## src/rtl/mudi_pkg.sv

```systemverilog
// Shared definitions for the multiply/divide unit and its issue controller:
// opcode encoding and default busy latencies.
package mudi_pkg;

  typedef enum logic [2:0] {
    OP_MULT  = 3'd0,
    OP_MULTU = 3'd1,
    OP_DIV   = 3'd2,
    OP_DIVU  = 3'd3,
    OP_MTHI  = 3'd4,
    OP_MTLO  = 3'd5,
    OP_MFHI  = 3'd6,
    OP_MFLO  = 3'd7
  } md_op_e;

  localparam int MUL_CYCLES_DEF = 5;
  localparam int DIV_CYCLES_DEF = 10;
  localparam int CNT_W          = 4;

endpackage

```

## src/rtl/mudi_shadow_cnt.sv

```systemverilog
// Shadow copy of the multiply/divide unit's busy time, plus a sticky flag
// raised whenever the real unit disagrees with the shadow count.
module mudi_shadow_cnt
  import mudi_pkg::*;
#(
  parameter int MUL_CYCLES = MUL_CYCLES_DEF,
  parameter int DIV_CYCLES = DIV_CYCLES_DEF
) (
  input  logic             clk,
  input  logic             reset,
  input  logic             load,
  input  logic             load_div,
  input  logic             unit_busy,
  output logic [CNT_W-1:0] cnt,
  output logic             busy_err
);

  localparam logic [CNT_W-1:0] MUL_LOAD = CNT_W'(MUL_CYCLES);
  localparam logic [CNT_W-1:0] DIV_LOAD = CNT_W'(DIV_CYCLES);

  // NOTE: state registers use non-blocking assignments so every flop samples
  // pre-edge values, independent of statement order.
  always_ff @(posedge clk) begin
    if (reset) begin
      cnt      <= '0;
      busy_err <= 1'b0;
    end else begin
      if (load)
        cnt <= load_div ? DIV_LOAD : MUL_LOAD;
      else if (cnt != '0)
        cnt <= cnt - CNT_W'(1);

      // Compared against the pre-edge count, which is what the unit reports.
      if (unit_busy != (cnt != '0))
        busy_err <= 1'b1;
    end
  end

endmodule

```

## src/rtl/mudi_issue_ctrl.sv

```systemverilog
// Issue-side controller for the multiply/divide unit: one-deep E register,
// start/opcode drive, and a decode stall computed from registered state only.
module mudi_issue_ctrl
  import mudi_pkg::*;
#(
  parameter int MUL_CYCLES = MUL_CYCLES_DEF,
  parameter int DIV_CYCLES = DIV_CYCLES_DEF
) (
  input  logic       clk,
  input  logic       reset,
  input  logic       D_isMd,
  input  logic [2:0] D_mdOp,
  input  logic       MUDI_isBusy,
  output logic       D_stall,
  output logic       E_isStart,
  output logic [2:0] E_mudiOp,
  output logic       E_readHi,
  output logic       E_readLo,
  output logic       busyErr
);

  logic             E_valid;
  logic [2:0]       E_op;
  logic             E_isMulDiv;
  logic [CNT_W-1:0] cnt;

  mudi_shadow_cnt #(
    .MUL_CYCLES (MUL_CYCLES),
    .DIV_CYCLES (DIV_CYCLES)
  ) u_shadow (
    .clk       (clk),
    .reset     (reset),
    .load      (E_isMulDiv),
    .load_div  (E_op[1]),
    .unit_busy (MUDI_isBusy),
    .cnt       (cnt),
    .busy_err  (busyErr)
  );

  // Releasing at cnt==1 lets the next instruction reach E exactly as the
  // unit goes idle; E_isMulDiv covers the cycle before cnt is loaded.
  always_comb begin
    E_isMulDiv = E_valid & (E_op <= OP_DIVU);
    D_stall    = D_isMd & (E_isMulDiv | (cnt > CNT_W'(1)));
    E_isStart  = E_valid & (E_op <= OP_MTLO);
    E_mudiOp   = E_op;
    E_readHi   = E_valid & (E_op == OP_MFHI);
    E_readLo   = E_valid & (E_op == OP_MFLO);
  end

  always_ff @(posedge clk) begin
    if (reset) begin
      E_valid <= 1'b0;
      E_op    <= OP_MULT;
    end else if (D_stall) begin
      E_valid <= 1'b0;
    end else begin
      E_valid <= D_isMd;
      E_op    <= D_mdOp;
    end
  end

endmodule

```

## config.mk

```make
export PLATFORM = sky130hd
export DESIGN_NAME = mudi_issue_ctrl
export DESIGN_NICKNAME = d
export VERILOG_FILES = /design/src/rtl/mudi_pkg.sv /design/src/rtl/mudi_shadow_cnt.sv /design/src/rtl/mudi_issue_ctrl.sv
export SDC_FILE = /design/constraint.sdc
export NUM_CORES = 1
export LEC_CHECK = 0
export CELL_PAD_IN_SITES_DETAIL_PLACEMENT = 0
export CELL_PAD_IN_SITES_GLOBAL_PLACEMENT = 1
export CORE_UTILIZATION = 25
export DETAILED_ROUTE_END_ITERATION = 12
export HOLD_SLACK_MARGIN = 0.1
export PLACE_DENSITY_LB_ADDON = 0.1
export SLEW_MARGIN = 40
export SYNTH_ARGS = -nofsm -noshare
export SYNTH_HDL_FRONTEND = slang
export SYNTH_SLANG_ARGS = --single-unit
```

## constraint.sdc

```tcl
create_clock -name clk -period 1.3 [get_ports clk]
set_input_delay 0.26 -clock clk [delete_from_list [all_inputs] [get_ports clk]]
set_output_delay 0.26 -clock clk [all_outputs]
set_load 0.03 [all_outputs]
```

Word-level counts from Yosys, hierarchy flattened
Cells that the tools add are included. W data, S select, Z words.

Flip-flop bits (word level): 9. Bits of input ports: 7. Output and inout bits: 8.

$add $sub $neg: 1. Magnitude comparators: 3. Equality and inequality tests: 3. Muxes and demuxes: 3. Bitwise operators: 6. Reduce and logical (&&, ||, !) cells: 3.

Operators by type and width (number): $mux W4 (3); $eq A3 B3 Y1 const B (2); $and A1 B1 Y1 (5); $gt A4 B1 Y1 const B (1); $reduce_bool A4 Y1 (1); $sub A4 B1 Y4 const B (1); $le A3 B2 Y1 const B (1); $le A3 B3 Y1 const B (1); $reduce_bool A2 Y1 (1); $reduce_or A2 Y1 (1); $ne A1 B1 Y1 (1); $or A1 B1 Y1 (1).

Depth between registers and ports, before layout
Gate-level depths: netlist of run 1.

Depth in word-level cells: 5. Gate-level depth with buffers: 5. Gate-level depth less buffers: 5.

Hierarchy
Synthesis of run 1 repeated with hierarchy kept, for this count alone.

Cells, all modules: 58. Area total of the unflattened synthesis: 525.5 um2.

By module, submodules not included: mudi_issue_ctrl (times used 1, cells an instance 32, area each 267.8 um2, sequential area each 80.1 um2); mudi_shadow_cnt (times used 1, cells an instance 26, area each 257.7 um2, sequential area each 100.1 um2).

Worst setup path after synthesis of run 1
No wires, ideal clock.

Path kind: register -> register. Start: register E_op[2], in the netlist E_mudiOp[2]. End: register E_op[0], in the netlist E_mudiOp[0]. Setup time: 0.135 ns. Data arrival time: 1.414 ns. Required time: 1.165 ns. Slack: -0.249 ns. Cell stages (with the launch flop): 4. Path buffers: 0. Clock period less this slack: 1.549 ns. Cells stage by stage: dfxtp_1 > nor2b_1 > o41a_1 > mux2i_1.

Longest elaborated chain between the ends: 4.

RTL lines: start: declaration (RTL line mudi_issue_ctrl.sv:23) `logic [2:0] E_op;`; start signal: assignment (RTL line mudi_issue_ctrl.sv:59) `E_op <= D_mdOp;`; $le A3 B2 Y1 (RTL line mudi_issue_ctrl.sv:43) `E_isMulDiv = E_valid & (E_op <= OP_DIVU);`; $and A1 B1 Y1 (RTL line mudi_issue_ctrl.sv:43); $or A1 B1 Y1 (RTL line mudi_issue_ctrl.sv:44) `D_stall = D_isMd & (E_isMulDiv | (cnt > CNT_W'(1)));`; $and A1 B1 Y1 (RTL line mudi_issue_ctrl.sv:44); via D_stall (RTL line mudi_issue_ctrl.sv:14) `output logic D_stall,`.

The timed path passes the listed nets, and every way through them passes these cells. A chain may end at the register's enable or synchronous reset.

Final worst setup path of run 1
Start: register u_shadow.cnt[0]. End: output D_stall.

Longest elaborated chain between the ends: 3.

RTL lines: start: declaration (RTL line mudi_shadow_cnt.sv:14) `output logic [CNT_W-1:0] cnt,`; start signal: assignment (RTL line mudi_shadow_cnt.sv:29) `cnt <= load_div ? DIV_LOAD : MUL_LOAD;`; start signal: assignment (RTL line mudi_shadow_cnt.sv:31) `cnt <= cnt - CNT_W'(1);`; $gt A4 B1 Y1 (RTL line mudi_issue_ctrl.sv:44); $or A1 B1 Y1 (RTL line mudi_issue_ctrl.sv:44); $and A1 B1 Y1 (RTL line mudi_issue_ctrl.sv:44); end: declaration (RTL line mudi_issue_ctrl.sv:14).

Every way passes these cells.

==> impl_results.md, run 1 <==
- Crit. End Element: output port
- CTS buffer count: 3
- Lkg Pwr: 0.3811 nW
- Vias in the first global route: 461
- Clock-pin slew on the worst setup and hold paths: 0.07 ns
- CTS tree: done
- Initial antenna violation count: 0
- Status: complete, but fails checks
- Antenna Nets Post-Route: 0
- Largest net degree at the start of global routing: 8
- Slew Limit Fails: 0
- Post-synthesis simple-gate area fraction: 23.96%
- Hold path start: u_shadow.busy_err
- Fmax: 621.9 MHz
- Core Region: 0.001942 mm2
- CTS Hold Bufs: 0
- Pwr Density: 2350 mW/mm2
- Layout area overhead: 87.78%
- Largest family of logic cells by synthesized area: simple AND/OR/NAND/NOR gates
- Crit path from: u_shadow.cnt[0]
- Most common cell after layout, fill and taps aside: buf_4
- Final nets: 98
- Post-Syn Area: 511.7 um2
- Post-synth top flop: dfxtp_1
- First-pass GRT wire length: 1.980 mm
- Post-synth ARST share: 0%
- Mux contribution to synthesized area: 6.112%
- Post-Synth Adder-Cell Area: 7.335%
- Seq/Total Area, Yosys: 35.21%
- Starting DRT DRC Count: 5
- Final HPWL DP: 897 um
- DP Area: 784.5 um2
- Tot GR Track Use: 13.17%
- Post-route DRC: 0
- Mean post-synth cell area: 9.138 um2
- Crit path largest cell delay: 0.36 ns
- Setup repair after global routing missed its margin: true
- Fin crit period: 1.608 ns
- Synthesis-stage register bit count: 9
- Crit share post-route: 123.7%
- Pre-CTS setup slack: -0.1804 ns
- IO Port Bufs: 14
- Fillers: 202
- Io pins: 15
- Proportion of layout cells with a drive suffix above 1: 55.17%
- Slew HR: 77.90%
- Die H: 47.25 um
- # clock sinks: 9
- Root Buffer: clkbuf_4
- Pre-antenna DRT Iters: 4
- Setup violators final: 8
- H-tree level count: 1
- Flop-to-flop setup slack: -0.20 ns
- Reg2reg start: u_shadow.cnt[0]
- Distinct cells, synth: 27
- Later-pin clock latency in the skew report: 0.26 ns
- Gr ovfl total: 0
- Most frequent cells in the layout: 15 x buf_4, 6 x clkdlybuf4s50_1, 6 x buf_6
- Routed WL per cell: 10.77 um
- Crit path cell chain: inv_4 -> ha_4 -> nor2_4 -> o41a_1 -> buf_6
- PnR Total Power: 2.258 mW
- Mapped Cells: 56
- Required time of the critical path: 1.04 ns
- Complex-gate fraction of the synthesized area: 12.47%
- Final Skew: 0.004693 ns
- Crit path setup slack, layout: -0.3080 ns
- CP arrival: 1.35 ns
- GPL Wtd Cong: 0.7184
- EDFF count, synth: 0
- Initial Util: 26.35%
- Peak VDD IR: 1310 uV
- Crit start category: register
- Max-Cap Viols: 0
- Slew at the pin closest to its max-slew limit: 0.3311 ns
- Setup TNS: -1.065 ns
- Hold Crit Class: reg2reg
- Xor/xnor cell area share of the yosys netlist: 6.846%
- Critical Path Fanout Max: 3
- YS warnings: 0
- Die area: 0.002232 mm2
- Total wire length: 1.228 mm
- Max clock buf depth: 2
- Design Area, Final: 960.9 um2
- Setup CP Type: reg2out
- Antenna diodes: 0
- Total number of vias: 507
- Worst path buffer plus inverter count: 2
- Worst path top cell family by delay: flip-flops
- Avg Vias per Cell: 4.447
- Number of hold violations in the final report: 0
- Die W: 47.25 um
- Syn_nets: 66
- CP max stage cell: dfxtp_4
- Failing checks: setup timing
- # rows: 16
-- final cells by class --
cell class / count / area [um2] / area share [%]
inverter: 5 / 23.77 / 2.474
tap: 27 / 33.78 / 3.516
clock buffer: 4 / 26.28 / 2.734
timing repair buffer: 30 / 270.3 / 28.12
sequential: 9 / 187.7 / 19.53
multi-input combinational: 39 / 419.2 / 43.62
-- through the flow --
step	hold slack, ns	std cells	utilization (%)
3_3_place_gp	0.4333	109	40.40
5_1_grt	0.5055	114	49.48
2_1_floorplan	0.4019	56	-
3_5_place_dp	0.4411	109	40.40
4_1_cts	0.4548	116	46.84
6_report	0.4457	114	49.48
-- cell usage after synthesis, drive strengths merged, types with 3 or more instances --
cell | number | area, um2
dfxtp | 9 | 180.2
nor2 | 3 | 11.26
xnor2 | 3 | 26.28
o22ai | 3 | 18.77
inv | 5 | 18.77
nand2b | 5 | 31.28
ha | 3 | 37.54
-- power breakdown --
group          total, mW  internal, mW  switching, mW
combinational       1.50         0.878          0.618
clock              0.228         0.119          0.109
sequential         0.534         0.391          0.143
-- per-layer routing --
layer / global-route usage, % / wire length, um / up-vias
met5: 0 / 0 / -
met4: 6.857 / 9 / 0
met3: 4.615 / 58 / 2
met2: 20.00 / 589 / 13
met1: 16.28 / 570 / 236
li1: - / - / 256
-- final timing paths --
path	endpoint	cells past startpoint
worst max-delay path	D_stall	5
worst max register to register	E_mudiOp[2]	6
worst min-delay path	u_shadow.busy_err	2
worst min register to register	u_shadow.busy_err	2
-- kinds of logic (layout without fill, tap and decap cells) --
group                      Yosys count  after routing
muxes                                3              3
AOI/OAI and AO/OA                    9              9
buffers and inverters                8             39
adders and majority gates            3              3
and+or+nand+nor                     20             20
DFF                                  9              9
xor gates and xnor gates             4              4
-- worst reg2reg max path, stage by stage, from the launching register on --
cell      delay (ns)
dfxtp_4         0.36
inv_4           0.06
ha_4            0.14
nor2_4          0.03
buf_4           0.13
or4_4           0.47
a221oi_2        0.23
-- flip-flops by register name, indices dropped and copies added, names as in the netlist --
register           count
E_mudiOp               3
E_valid                1
u_shadow.busy_err      1
u_shadow.cnt           4
-- repair_timing --
item,4_1_cts,5_1_grt
pin swaps,7,9
gates resized for setup,23,16
gates cloned,0,0
buffers inserted,3,2
endpoints found under the setup margin,15,16
endpoints found under the hold margin,0,0
(Power assumes the default switching activity.)
==> run 2: changes to the inputs <==
--- a/config.mk
+++ b/config.mk
@@ -7,6 +7,7 @@
 export LEC_CHECK = 0
 export CELL_PAD_IN_SITES_DETAIL_PLACEMENT = 0
 export CELL_PAD_IN_SITES_GLOBAL_PLACEMENT = 1
+export CORE_MARGIN = 2
 export CORE_UTILIZATION = 25
 export DETAILED_ROUTE_END_ITERATION = 12
 export HOLD_SLACK_MARGIN = 0.1
==> run 2 against run 1 <==
The run still ends with setup timing left; hold slack better by 0.0095 ns; non-clock buffer count is 1 higher; flip-flop and latch count is the same; global-route usage down 0.19 points; count of clock-buffer cells in the layout did not move; final cell count is 0.88% higher; critical path depth did not move; core utilization rose by 2.0 points; register-to-register slack got worse by 0.02 ns.
==> impl_results.md, run 2 (synthesis results as in run 1) <==
- Total wire length: 1.387 mm
- Clock network fraction of design power: 9.5%
- Worst path buffer plus inverter count: 2
- Sw Share: 38.77%
- Fmax: 593.8 MHz
- Crit path setup slack, layout: -0.3841 ns
- Clock-pin slew on the worst setup and hold paths: 0.06 ns
- Final HPWL DP: 943.4 um
- CTS buffer count: 3
- Crit share post-route: 129.5%
- # clock sinks: 9
- Int Pwr: 1.464 mW
- Root Buffer: clkbuf_4
- Io pins: 15
- Setup violators final: 9
- Peak VDD IR: 1263 uV
- IO Port Bufs: 14
- Failing checks: setup timing
- Largest net degree at the start of global routing: 9
- Final Skew: 0.001611 ns
- Most frequent cells in the layout: 14 x buf_4, 10 x buf_6, 6 x clkdlybuf4s50_1
- Hold slack: 0.4552 ns
- H-tree level count: 1
- Fin crit period: 1.684 ns
- Slew HR: 73.78%
- Die area: 0.002425 mm2
- First-pass GRT wire length: 2.421 mm
- Largest register FFs: 4
- Core Region: 0.001942 mm2
- Reg2reg start: u_shadow.cnt[0]
- Crit path cell chain: inv_4 -> ha_4 -> nor2_2 -> o41a_1 -> buf_6
- Flop-to-flop setup slack: -0.22 ns
- Most common cell after layout, fill and taps aside: buf_4
- Max clock buf depth: 2
- Setup repair after global routing missed its margin: true
- Pwr Density: 2393 mW/mm2
- CP arrival: 1.42 ns
- Hold path start: u_shadow.busy_err
- Worst path depth: 5
- Slew Limit Fails: 0
- Antenna Nets Post-Route: 0
- Die H: 49.25 um
- # rows: 16
- Initial Util: 26.35%
- Required time of the critical path: 1.04 ns
- Gr ovfl total: 0
- Multi-input gate area: 439.2 um2
- Tot GR Track Use: 12.97%
- Comb pwr share: 66.9%
- Total number of vias: 507
- Setup CP Type: reg2out
- Biggest register: u_shadow.cnt
- Vias in the first global route: 534
- Avg Vias per Cell: 4.409
- CTS tree: done
- Max-Cap Viols: 0
- CP max stage cell: o41a_1
- Hold Crit Class: reg2reg
- Reg2reg path depth: 7
- Crit. End Element: output port
- Pre-antenna DRT Iters: 2
- Hold Path Sink: u_shadow.busy_err
- Antenna diodes: 0
- Final nets: 99
- Worst path top cell family by delay: compound AO/OA/AOI/OAI gates
- DP Area: 772.0 um2
- Proportion of layout cells with a drive suffix above 1: 61.36%
- Worst hold stages: 2
- Layout area overhead: 95.35%
- Seq pwr share: 23.6%
- Status: complete, but fails checks
- Storage element area: 190.2 um2
- Die W: 49.25 um
- Post-route DRC: 0
- Initial antenna violation count: 0
- Critical Path Fanout Max: 3
- Slew at the pin closest to its max-slew limit: 0.3927 ns
- Reg2reg end: u_shadow.cnt[2]
- Routed WL per cell: 12.06 um
- Lkg Pwr: 0.4001 nW
- Switching pwr: 927.4 uW
- PnR Total Power: 2.392 mW
- Later-pin clock latency in the skew report: 0.27 ns
- GPL Wtd Cong: 0.7015
- Fillers: 187
- Design Area, Final: 999.7 um2
- Crit path largest cell delay: 0.41 ns
- Crit start category: register
- Starting DRT DRC Count: 1
- Number of hold violations in the final report: 0
-- run 2: changes by cell type in the layout (fill, tap and decap cells not counted), sizes merged --
cell	delta
buf	+3
clkdlybuf4s15	-3
dlygate4sd2	+1
-- run 2: routing by layer --
metal | track usage, % | part of all wire, % | vias up
met5 | 0 | 0 | -
met4 | 2.857 | 0 | 0
met3 | 5.215 | 5.4 | 0
met2 | 22.30 | 51 | 10
met1 | 14.95 | 43 | 237
li1 | - | - | 260
-- run 2: how the worst max path moves through the flow --
| stage | startpoint | end |
|---|---|---|
| final | u_shadow.cnt[0] | D_stall |
| after global routing | u_shadow.cnt[0] | D_stall |
| after CTS | u_shadow.cnt[0] | D_stall |
| after detailed placement | u_shadow.cnt[1] | E_mudiOp[2] |
| after global placement | u_shadow.cnt[1] | E_mudiOp[2] |
| after floorplan | u_shadow.cnt[1] | E_mudiOp[0] |
-- run 2: layout make-up --
type                    instances  share of cell area [%]
flip-flops and latches          9                   19.02
well taps                      27                   3.379
clock buffers                   4                   2.628
inverters                       5                   2.378
repair buffers                 31                   28.66
multi-input cells              39                   43.93
-- run 2: worst min-delay path: stages (launching register included) --
cell	delay, ns
dfxtp_1	0.31
inv_1	0.05
a21oi_1	0.05
-- run 2: power by group through the flow --
stage          Clock (mW)  Sequential [mW]  Combinational (mW)
3_5_place_dp            0            0.510                1.15
5_1_grt             0.252            0.584                1.72
4_1_cts             0.230            0.539                1.34
2_1_floorplan           0            0.520               0.712
6_report            0.228            0.564                1.60
3_3_place_gp            0            0.510                1.15
-- run 2: timing repair --
item                       4_1_cts  5_1_grt
hold endpoints to repair         0        0
setup buffers                    2        4
resized for setup               21       22
setup endpoints to repair       13       13
hold buffers                     0        0
pin swaps                        6        4
-- run 2: stage by stage --
stage | TNS [ns] | instances | setup slack [ns] | util (%)
floorplan | -0.4476 | 56 | -0.1605 | -
global placement | -0.9394 | 108 | -0.1580 | 39.76
detailed placement | -0.9574 | 108 | -0.1528 | 39.76
CTS | -1.164 | 112 | -0.3845 | 45.30
global route | -2.463 | 115 | -0.4378 | 51.48
finish | -1.737 | 115 | -0.3841 | 51.48
